`config.mk`:
```
export PLATFORM = sky130hd
export DESIGN_NAME = bcd_to_binary_seq
export DESIGN_NICKNAME = d
export VERILOG_FILES = /design/src/rtl/bcd_pkg.sv /design/src/rtl/bcd_digit_adjust.sv /design/src/rtl/bcd_to_binary_seq.sv
export SDC_FILE = /design/constraint.sdc
export NUM_CORES = 1
export LEC_CHECK = 0
export ABC_AREA = 1
export BUFFER_PORTS_ARGS = -buffer_cell sky130_fd_sc_hd__buf_2
export CAP_MARGIN = 0
export CELL_PAD_IN_SITES_DETAIL_PLACEMENT = 0
export CELL_PAD_IN_SITES_GLOBAL_PLACEMENT = 1
export CORE_ASPECT_RATIO = 0.7
export CORE_MARGIN = 2
export CORE_UTILIZATION = 44
export CTS_BUF_LIST = sky130_fd_sc_hd__clkbuf_16
export CTS_CLUSTER_DIAMETER = 120
export DETAILED_ROUTE_END_ITERATION = 10
export PLACE_DENSITY = 0.88
export SYNTH_ARGS = -nofsm -noshare
export SYNTH_HDL_FRONTEND = slang
export SYNTH_HIERARCHICAL = 1
export SYNTH_SLANG_ARGS = --single-unit
export TNS_END_PERCENT = 20
```
`constraint.sdc`:
```
create_clock -name clk -period 3.95 [get_ports clk]
set_clock_uncertainty 0.1 [all_clocks]
set_input_delay 0 -clock clk [delete_from_list [all_inputs] [get_ports clk]]
set_output_delay 0 -clock clk [all_outputs]
set_load 0.01 [all_outputs]
```
`src/rtl/bcd_pkg.sv`:
```
// rtl/bcd_pkg.sv - shared BCD constants, FSM state type and digit check
package bcd_pkg;

  localparam int BCD_DIGIT_W = 4;

  typedef enum logic [0:0] {
    IDLE = 1'b0,
    RUN  = 1'b1
  } bcd_state_e;

  function automatic logic bcd_digit_valid(input logic [BCD_DIGIT_W-1:0] digit);
    return digit <= 4'd9;
  endfunction

endpackage

```
`src/rtl/bcd_digit_adjust.sv`:
```
// rtl/bcd_digit_adjust.sv - one reverse double-dabble digit step: subtract 3 when digit >= 8
module bcd_digit_adjust
  import bcd_pkg::*;
(
  input  logic [BCD_DIGIT_W-1:0] digit,
  output logic [BCD_DIGIT_W-1:0] adjusted
);

  assign adjusted = digit[3] ? (digit - 4'd3) : digit;

endmodule

```
`src/rtl/bcd_to_binary_seq.sv`:
```
// rtl/bcd_to_binary_seq.sv - sequential BCD-to-binary converter, one shift/adjust step per clock
// Optional invalid-digit detection: BCD_TO_BIN_ERR_EN
module bcd_to_binary_seq
  import bcd_pkg::*;
#(
  parameter int DIGITS = 3,
  parameter int BIN_W  = 10
) (
  input  logic                        clk,
  input  logic                        rst_n,
  input  logic                        start,
  input  logic [BCD_DIGIT_W*DIGITS-1:0] bcd_in,
  output logic                        busy,
  output logic                        done,
  output logic [BIN_W-1:0]            bin_out,
  output logic                        err
);

  localparam int BCD_W = BCD_DIGIT_W * DIGITS;
  localparam int CNT_W = $clog2(BIN_W + 1);
  localparam logic [0:0] ST_IDLE = IDLE;
  localparam logic [0:0] ST_RUN  = RUN;

  logic [0:0]       state;
  logic [BCD_W-1:0] bcd_sr;
  logic [BCD_W-1:0] bcd_shift;
  logic [BCD_W-1:0] bcd_adj;
  logic [BIN_W-1:0] bin_sr;
  logic [BIN_W-1:0] bin_shift;
  logic [CNT_W-1:0] cnt;
  logic             last_iter;
  logic             in_valid;

  assign bcd_shift = {1'b0, bcd_sr[BCD_W-1:1]};
  assign bin_shift = {bcd_sr[0], bin_sr[BIN_W-1:1]};
  assign last_iter = (cnt == CNT_W'(BIN_W - 1));

  for (genvar g = 0; g < DIGITS; g++) begin : g_adj
    bcd_digit_adjust u_adj (
      .digit    (bcd_shift[g*BCD_DIGIT_W +: BCD_DIGIT_W]),
      .adjusted (bcd_adj[g*BCD_DIGIT_W +: BCD_DIGIT_W])
    );
  end

`ifdef BCD_TO_BIN_ERR_EN
  logic err_q;
  logic err_pend;

  always_comb begin
    in_valid = 1'b1;
    for (int i = 0; i < DIGITS; i++) begin
      if (!bcd_digit_valid(bcd_in[i*BCD_DIGIT_W +: BCD_DIGIT_W])) in_valid = 1'b0;
    end
  end

  assign err = err_q;
`else
  assign in_valid = 1'b1;
  assign err      = 1'b0;
`endif

  always_ff @(posedge clk or negedge rst_n) begin
    if (!rst_n) begin
      state   <= ST_IDLE;
      busy    <= 1'b0;
      done    <= 1'b0;
      bin_out <= '0;
      bcd_sr  <= '0;
      bin_sr  <= '0;
      cnt     <= '0;
`ifdef BCD_TO_BIN_ERR_EN
      err_q    <= 1'b0;
      err_pend <= 1'b0;
`endif
    end else begin
      done <= 1'b0;
      case (state)
        ST_IDLE: begin
          if (start) begin
            busy  <= 1'b1;
            state <= ST_RUN;
            if (in_valid) begin
              bcd_sr <= bcd_in;
              bin_sr <= '0;
              cnt    <= '0;
            end
`ifdef BCD_TO_BIN_ERR_EN
            else begin
              err_pend <= 1'b1;
            end
`endif
          end
        end
        default: begin
`ifdef BCD_TO_BIN_ERR_EN
          // Rejected input: spend one cycle in RUN so the report lands one edge after acceptance
          if (err_pend) begin
            err_pend <= 1'b0;
            err_q    <= 1'b1;
            bin_out  <= '0;
            done     <= 1'b1;
            busy     <= 1'b0;
            state    <= ST_IDLE;
          end else
`endif
          begin
            bcd_sr <= bcd_adj;
            bin_sr <= bin_shift;
            cnt    <= cnt + CNT_W'(1);
            if (last_iter) begin
              bin_out <= bin_shift;
              done    <= 1'b1;
`ifdef BCD_TO_BIN_ERR_EN
              err_q   <= 1'b0;
`endif
              // A held start chains straight into the next conversion with no idle gap
              if (start && in_valid) begin
                bcd_sr <= bcd_in;
                bin_sr <= '0;
                cnt    <= '0;
              end else begin
                busy  <= 1'b0;
                state <= ST_IDLE;
              end
            end
          end
        end
      endcase
    end
  end

endmodule

```
==> impl_metrics.toml, run 1 <==
[outcome]
run_status = "complete, no violations"

[die]
chipWidth_um = 81.7
core_um2 = 3990
initial_utilization_pct = 46.6
die_area_um2 = 4770
floorplan.die.height_um = 58.4
ioPinCount = 28
rows = 19

[clocking]
cts_inserted_buffers = 5
htree_num_levels = 2
holdBufCountCts = 14
tritoncts = "built"
cts_post_setup_buffers_inserted = 0
clkLatencyLatePin_ns = 0.28
cts-resized-gates = 0
cts-root-to-sink-buffers = 2
clkSinkCount = 38
path_clk_slew_ns = 0.06
clock-root-buffer = "clkbuf_16"

[hold_path]
holdCritPathClass = "input port to async pin"

[route]
drt_wl_total_mm = 4.00
drc_errors = 0
num_vias = 1577
detail_route.iter0.violations = 89
firstDrtPassIters = 4
post_drt_wl_per_cell_um = 12.3
via_cell_ratio = 4.84
final_antenna_net_count = 0

[worst_setup_path]
worstSetupPathType = "flip-flop to flip-flop"
critPathSlowestCell = "dfrtp_1"
cp_cell_sequence = "inv_1 > nor2_2 > nand2_1 > nand2_1"
critical_path.most_common_cell = "nand2_1"
worst_setup_path_start_kind = "flip-flop"
timing.critical_path.slowest_cell_delay_ns = 0.68
critical_path.endpoint_type = "flip-flop"
timing.critical_path.required_ns = 4.07
worstReg2RegStart = "state"
cp_data_arrival_time_ns = 1.97
cp-startpoint = "state"
worstPathMaxFanout = 16

[global_routing]
gr-usage-met3_pct = 5.98
met2_usage_pct = 28.0
grt_max_degree = 39
met1_usage_pct = 28.2
wire_length_of_the_first_global_routing_pass_mm = 6.88
grt_antenna_before_repair = 0
number_of_global_route_vias_before_repair = 1440
grt_overflow = 0
globalRoute.busiestLayer = "met1"
track_usage_pct = 19.5

[yosys]
post-synth-top-area-fraction_pct = 51.1
top_area_cells_in_the_synthesized_netlist = "dfrtp_1, nand2_1, nand3_1"
seq_area_frac_synth_pct = 51.1
netlist_area_um2 = 1860
yosys_warnings = 6
post_synth_inst_count = 231
synth.lib_cells_used.distinct = 24
synthesis.area_per_instance_um2 = 8.05
synth-seq-cells = 38
synthDominantAreaCellType = "dfrtp_1"

[placement]
hpwl_mm = 2.48
place_ws_ns = 2.18
detailed_place.area_um2 = 2010
routabilityCongestion = 0.731
portBuffers = 26

[timing]
worst_slew_margin_rel_pct = 43.2
report.final.slew_viol_count = 0
final_hold_slack_ns = 0.269
fmaxAchievable_mhz = 540
rsz_0062_raised_after_global_routing = "no"
timing_hold_violations_final = 0
fin_crit_sh_pct = 46.9
final.min_clock_period_ns = 1.85
setup_viol = 0
worstMarginPinSlew_ns = 0.852
final.setup.tns_ns = 0
layout_setup_ws_ns = 2.10

[finish]
layout.core_utilization_pct = 58.6
final_net_count = 293
layout.cells.most_common_list = "nand2_1, dfrtp_1, nand3_1, buf_2, inv_1"
layout-drive-gt1-share_pct = 14.2
mostFrequentLayoutCell = "nand2_1"
diodes = 0
synthesis_to_finish_area_growth_pct = 25.9
stdcell_area_um2 = 2340

[flow_run]
timing.max_cap.violations = 0

[pwr]
power.density_cell_area_nw_per_um2 = 791
irDropWorstVdd_v = 0.000469
static-leakage-power_nw = 1.23
[critical path: cells and delay by family (launching register included)]
kind / cells / cell delay [ns]
DFF: 1 / 0.68
and+or+nand+nor: 3 / 0.67
buffers and inverters: 1 / 0.33
[registers in the layout, indices dropped and copies added (netlist names)]
name / count
bin_sr: 9
done: 1
bcd_sr: 12
state: 1
busy: 1
cnt: 4
bin_out: 10
[per-stage QoR]
stage	power, mW	cells
2_1_floorplan	1.15	236
3_3_place_gp	1.31	304
3_5_place_dp	1.33	304
4_1_cts	1.87	326
5_1_grt	2.01	326
6_report	1.85	326
[logic make-up (layout without fill, tap and decap cells)]
family / count (synthesis) / count (layout) / synth area share [%]
simple gates: 138 / 138 / 31.8
flops: 38 / 38 / 51.1
buf+inv: 27 / 65 / 6.73
compound gates: 18 / 18 / 4.84
fa+ha+maj: 5 / 5 / 3.36
xor+xnor: 4 / 4 / 1.88
other cells: 1 / 6 / 0.202
[per-layer routing]
layer	vias to the layer above	routed length (µm)
li1	805	-
met1	725	1940
met2	42	1760
met3	5	244
met4	0	63
met5	-	0
[cells in the mapped netlist]
cell type / count
nand3_2: 1
nor2_1: 2
xor2_1: 3
nand3_1: 28
nor2_2: 1
dfrtp_1: 38
conb_1: 1
xnor2_1: 1
a21oi_1: 5
buf_4: 3
inv_2: 1
nor2_4: 1
inv_1: 16
o21ai_1: 2
nand2_1: 102
buf_6: 1
clkbuf_2: 1
clkbuf_1: 2
ha_1: 5
nand4_4: 1
nand4_1: 1
buf_2: 3
o21ai_0: 11
nand2_2: 1
[cell type report]
class / count / area (µm²)
Fill cell: 353 / 1650
Sequential cell: 38 / 951
Multi-Input combinational cell: 171 / 802
Timing Repair Buffer: 40 / 270
Clock buffer: 5 / 125
Tap cell: 52 / 65.1
Clock inverter: 3 / 63.8
Inverter: 17 / 63.8
[final timing paths]
path	to	slack (ns)	cells past startpoint
max	bin_out[5]	2.10	4
min	bcd_sr[6]	0.27	2
max reg2reg	bin_out[5]	2.10	4
min reg2reg	bin_out[0]	0.38	2
max in group asynchronous	bcd_sr[2]	2.94	2
min in group clk	bcd_sr[3]	0.35	4
[report_power, final]
part	internal [mW]	switching, mW
Sequential	0.574	0.179
Clock	0.359	0.152
Combinational	0.251	0.335
No activity file was read; power rests on OpenSTA's default activity.
==> run 2: changes to the inputs <==
--- a/config.mk
+++ b/config.mk
@@ -5,7 +5,7 @@
 export SDC_FILE = /design/constraint.sdc
 export NUM_CORES = 1
 export LEC_CHECK = 0
-export ABC_AREA = 1
+export ABC_AREA = 0
 export BUFFER_PORTS_ARGS = -buffer_cell sky130_fd_sc_hd__buf_2
 export CAP_MARGIN = 0
 export CELL_PAD_IN_SITES_DETAIL_PLACEMENT = 0
@@ -16,7 +16,7 @@
 export CTS_BUF_LIST = sky130_fd_sc_hd__clkbuf_16
 export CTS_CLUSTER_DIAMETER = 120
 export DETAILED_ROUTE_END_ITERATION = 10
-export PLACE_DENSITY = 0.88
+export PLACE_DENSITY = 0.82
 export SYNTH_ARGS = -nofsm -noshare
 export SYNTH_HDL_FRONTEND = slang
 export SYNTH_HIERARCHICAL = 1
==> constraint.sdc (replaced) <==
create_clock -name clk -period 1.8 [get_ports clk]
set_clock_uncertainty 0.1 [all_clocks]
set_input_delay 0 -clock clk [delete_from_list [all_inputs] [get_ports clk]]
set_output_delay 0 -clock clk [all_outputs]
set_load 0.01 [all_outputs]
==> run 2 against run 1 <==
  * Combinational power rose to 2.6 times the previous value
  * Non-clock buffer count up 5
  * Register-to-register slack worse by 2.0 ns
  * Die area down 4.9%
  * Synthesized cell count down 39%
  * Total power up 120%
==> impl_metrics.toml, run 2 <==
[clocking]
path_clk_slew_ns = 0.05
clkLatencyLatePin_ns = 0.28
tritoncts = "built"
cts-root-to-sink-buffers = 2
cts_inserted_buffers = 5
clock-root-buffer = "clkbuf_16"
clkSinkCount = 38
htree_num_levels = 2

[finish]
mostFrequentLayoutCell = "dfrtp_1"
final_net_count = 212
post_layout_nonfiller_instances = 245
layout.core_utilization_pct = 58.4
diodes = 0
layout-drive-gt1-share_pct = 28.5
reg.largest.list = "bcd_sr: 12 flops, bin_out: 10 flops, bin_sr: 9 flops"
layout.cells.most_common_list = "dfrtp_1, buf_2, dlygate4sd3_1, and2_1, a221o_1"
synthesis_to_finish_area_growth_pct = 28.4
registers.top_by_ff_count = "bcd_sr"
max_reg_flops = 12

[die]
floorplan.die.height_um = 57.0
chipWidth_um = 79.7
core_um2 = 3870
initial_utilization_pct = 45.5
ioPinCount = 28
rows = 19
die_area_um2 = 4540

[route]
final_antenna_net_count = 0
dr.max_layer_used = "met4"
drt_wl_total_mm = 3.70
drc_errors = 0
routed-wl-met3_um = 131
m1WireLength_mm = 1.77
detail_route.iter0.violations = 34
post_drt_wl_per_cell_um = 15.1
routed-wl-met2_mm = 1.74
num_vias = 1274
firstDrtPassIters = 5
via_cell_ratio = 5.20

[worst_setup_path]
timing.critical_path.slowest_cell_delay_ns = 0.39
timing.reg2reg.setup_slack_ns = 0.11
critical_path.endpoint_type = "flip-flop"
critPathSlowestCell = "dfrtp_1"
critical-path-top-delay-family = "simple AND/OR/NAND/NOR gates"
timing.critical_path.required_ns = 1.86
cp_cell_sequence = "inv_1 > ha_4 > nand4b_1 > and2_4 > a221o_1"
worst_setup_path_start_kind = "flip-flop"
cp_data_arrival_time_ns = 1.76
worstPathMaxFanout = 6
critPathBufInv = 1
worstSetupPathType = "flip-flop to flip-flop"

[global_routing]
wire_length_of_the_first_global_routing_pass_mm = 6.14
track_usage_pct = 18.1
grt_overflow = 0
number_of_global_route_vias_before_repair = 1274
grt_antenna_before_repair = 0
grt_max_degree = 39

[yosys]
yosys.area_share.xor_xnor_pct = 3.48
synth_top_family_by_area = "compound AO/OA/AOI/OAI gates"
synth-compound-area-share_pct = 15.6
ys_async_sr_fraction_pct = 100
synthesis.area_per_instance_um2 = 12.4
synthDominantAreaCellType = "dfrtp_1"
seq_area_frac_synth_pct = 53.9
yosys_warnings = 6
synth_enable_flop_cells = 0
top_area_cells_in_the_synthesized_netlist = "dfrtp_1, a221o_1, mux2_2"
post_synth_fa_ha_maj_area_fraction_pct = 3.55
synth_top_cells_by_count = "dfrtp_1, a221o_1, and2_1, mux2_2, a22o_1"
synth-seq-cells = 38
synth-simple-area-share_pct = 10.3
synth.lib_cells_used.distinct = 24
post_synth_inst_count = 142
share_of_cell_area_taken_by_muxes_after_synthesis_pct = 8.94
post-synth-top-area-fraction_pct = 53.9
yosys_most_used_dff = "dfrtp_1"
yosysMostFrequentCell = "dfrtp_1"
netlist_area_um2 = 1760

[pwr]
power.density_cell_area_nw_per_um2 = 1770
static-leakage-power_nw = 1.08
p_clk_share_pct = 20.6
power.internal_mw = 2.69
pwr-share-comb_pct = 38.6
irDropWorstVdd_v = 0.000732
design_power_total_mw = 4.01
p_sw_mw = 1.32
swShare_pct = 33.0
power.share.sequential_pct = 40.9

[timing]
report.final.slew_viol_count = 0
worst_slew_margin_rel_pct = 44.3
final.min_clock_period_ns = 1.69
worstMarginPinSlew_ns = 0.836
fmaxAchievable_mhz = 590
final.setup.tns_ns = 0
setup_viol = 0
final_hold_slack_ns = 0.272
fin_crit_sh_pct = 94.2
timing_hold_violations_final = 0

[placement]
hpwl_mm = 2.28
numPlacedInstances = 220
routabilityCongestion = 0.785
portBuffers = 26

[flow_run]
timing.max_cap.violations = 0

[outcome]
run_status = "complete, no violations"

[hold_path]
holdCritPathClass = "input port to async pin"
[run 2: worst register-to-register path, cell delays in order (launching register included)]
cell and delay, ns:
dfrtp_1 0.39, inv_1 0.09, ha_4 0.14, nand4b_1 0.23, and2_4 0.26, a221o_1 0.36
[run 2: cell type report]
| cell class | instances | area, µm² |
|---|---|---|
| flip-flops and latches | 38 | 952 |
| clock inverters | 3 | 12.5 |
| repair buffers | 45 | 308 |
| well taps | 52 | 65.1 |
| fillers | 327 | 1610 |
| clock buffers | 5 | 125 |
| inverters | 4 | 15.0 |
| multi-input cells | 98 | 786 |
[run 2: final timing paths]
kind,from,endpoint,cells past startpoint
setup / recovery,cnt[1],bcd_sr[8],5
hold / removal,rst_n,bcd_sr[7],2
setup reg to reg,cnt[1],bcd_sr[8],5
hold reg to reg,bin_out[5],bin_out[5],1
max in group asynchronous,rst_n,cnt[0],2
min in group clk,bcd_in[7],bcd_sr[7],3
[run 2: layer usage]
metal  global-route usage, %  vias up
li1                        -      607
met2                    28.0       20
met3                    6.01        6
met4                    7.14        0
met1                    23.8      641
met5                       0        -
[run 2: cells by family after synthesis]
logic type | Yosys count
AO/OA/AOI/OAI | 35
XOR/XNOR | 7
adder cells (fa/ha/maj) | 5
buffers and inverters | 12
flip-flops | 38
multiplexers | 13
other | 1
AND/OR/NAND/NOR | 31
[run 2: power by group through the flow]
| stage | registers (mW) | logic (mW) | clock network [mW] |
|---|---|---|---|
| finish | 1.64 | 1.55 | 0.825 |
| CTS | 1.63 | 1.49 | 0.853 |
| global placement | 1.61 | 1.39 | 0 |
| detailed placement | 1.64 | 1.47 | 0 |
| global route | 1.71 | 1.73 | 0.887 |
| floorplan | 1.59 | 1.11 | 0 |
[run 2: metrics by stage]
stage               area [µm²]  worst slack [ns]
finish                    2260             0.105
CTS                       2230            0.0919
global placement          1950             0.187
floorplan                 1780             0.190
detailed placement        1950            0.0922
global route              2260          -0.00724
[run 2: timing repair]
action | CTS | global route
hold buffers | 14 | 0
endpoints found under the hold margin | 52 | 0
endpoints found under the setup margin | 0 | 7
setup buffers | 0 | 1
gates resized for setup | 0 | 4
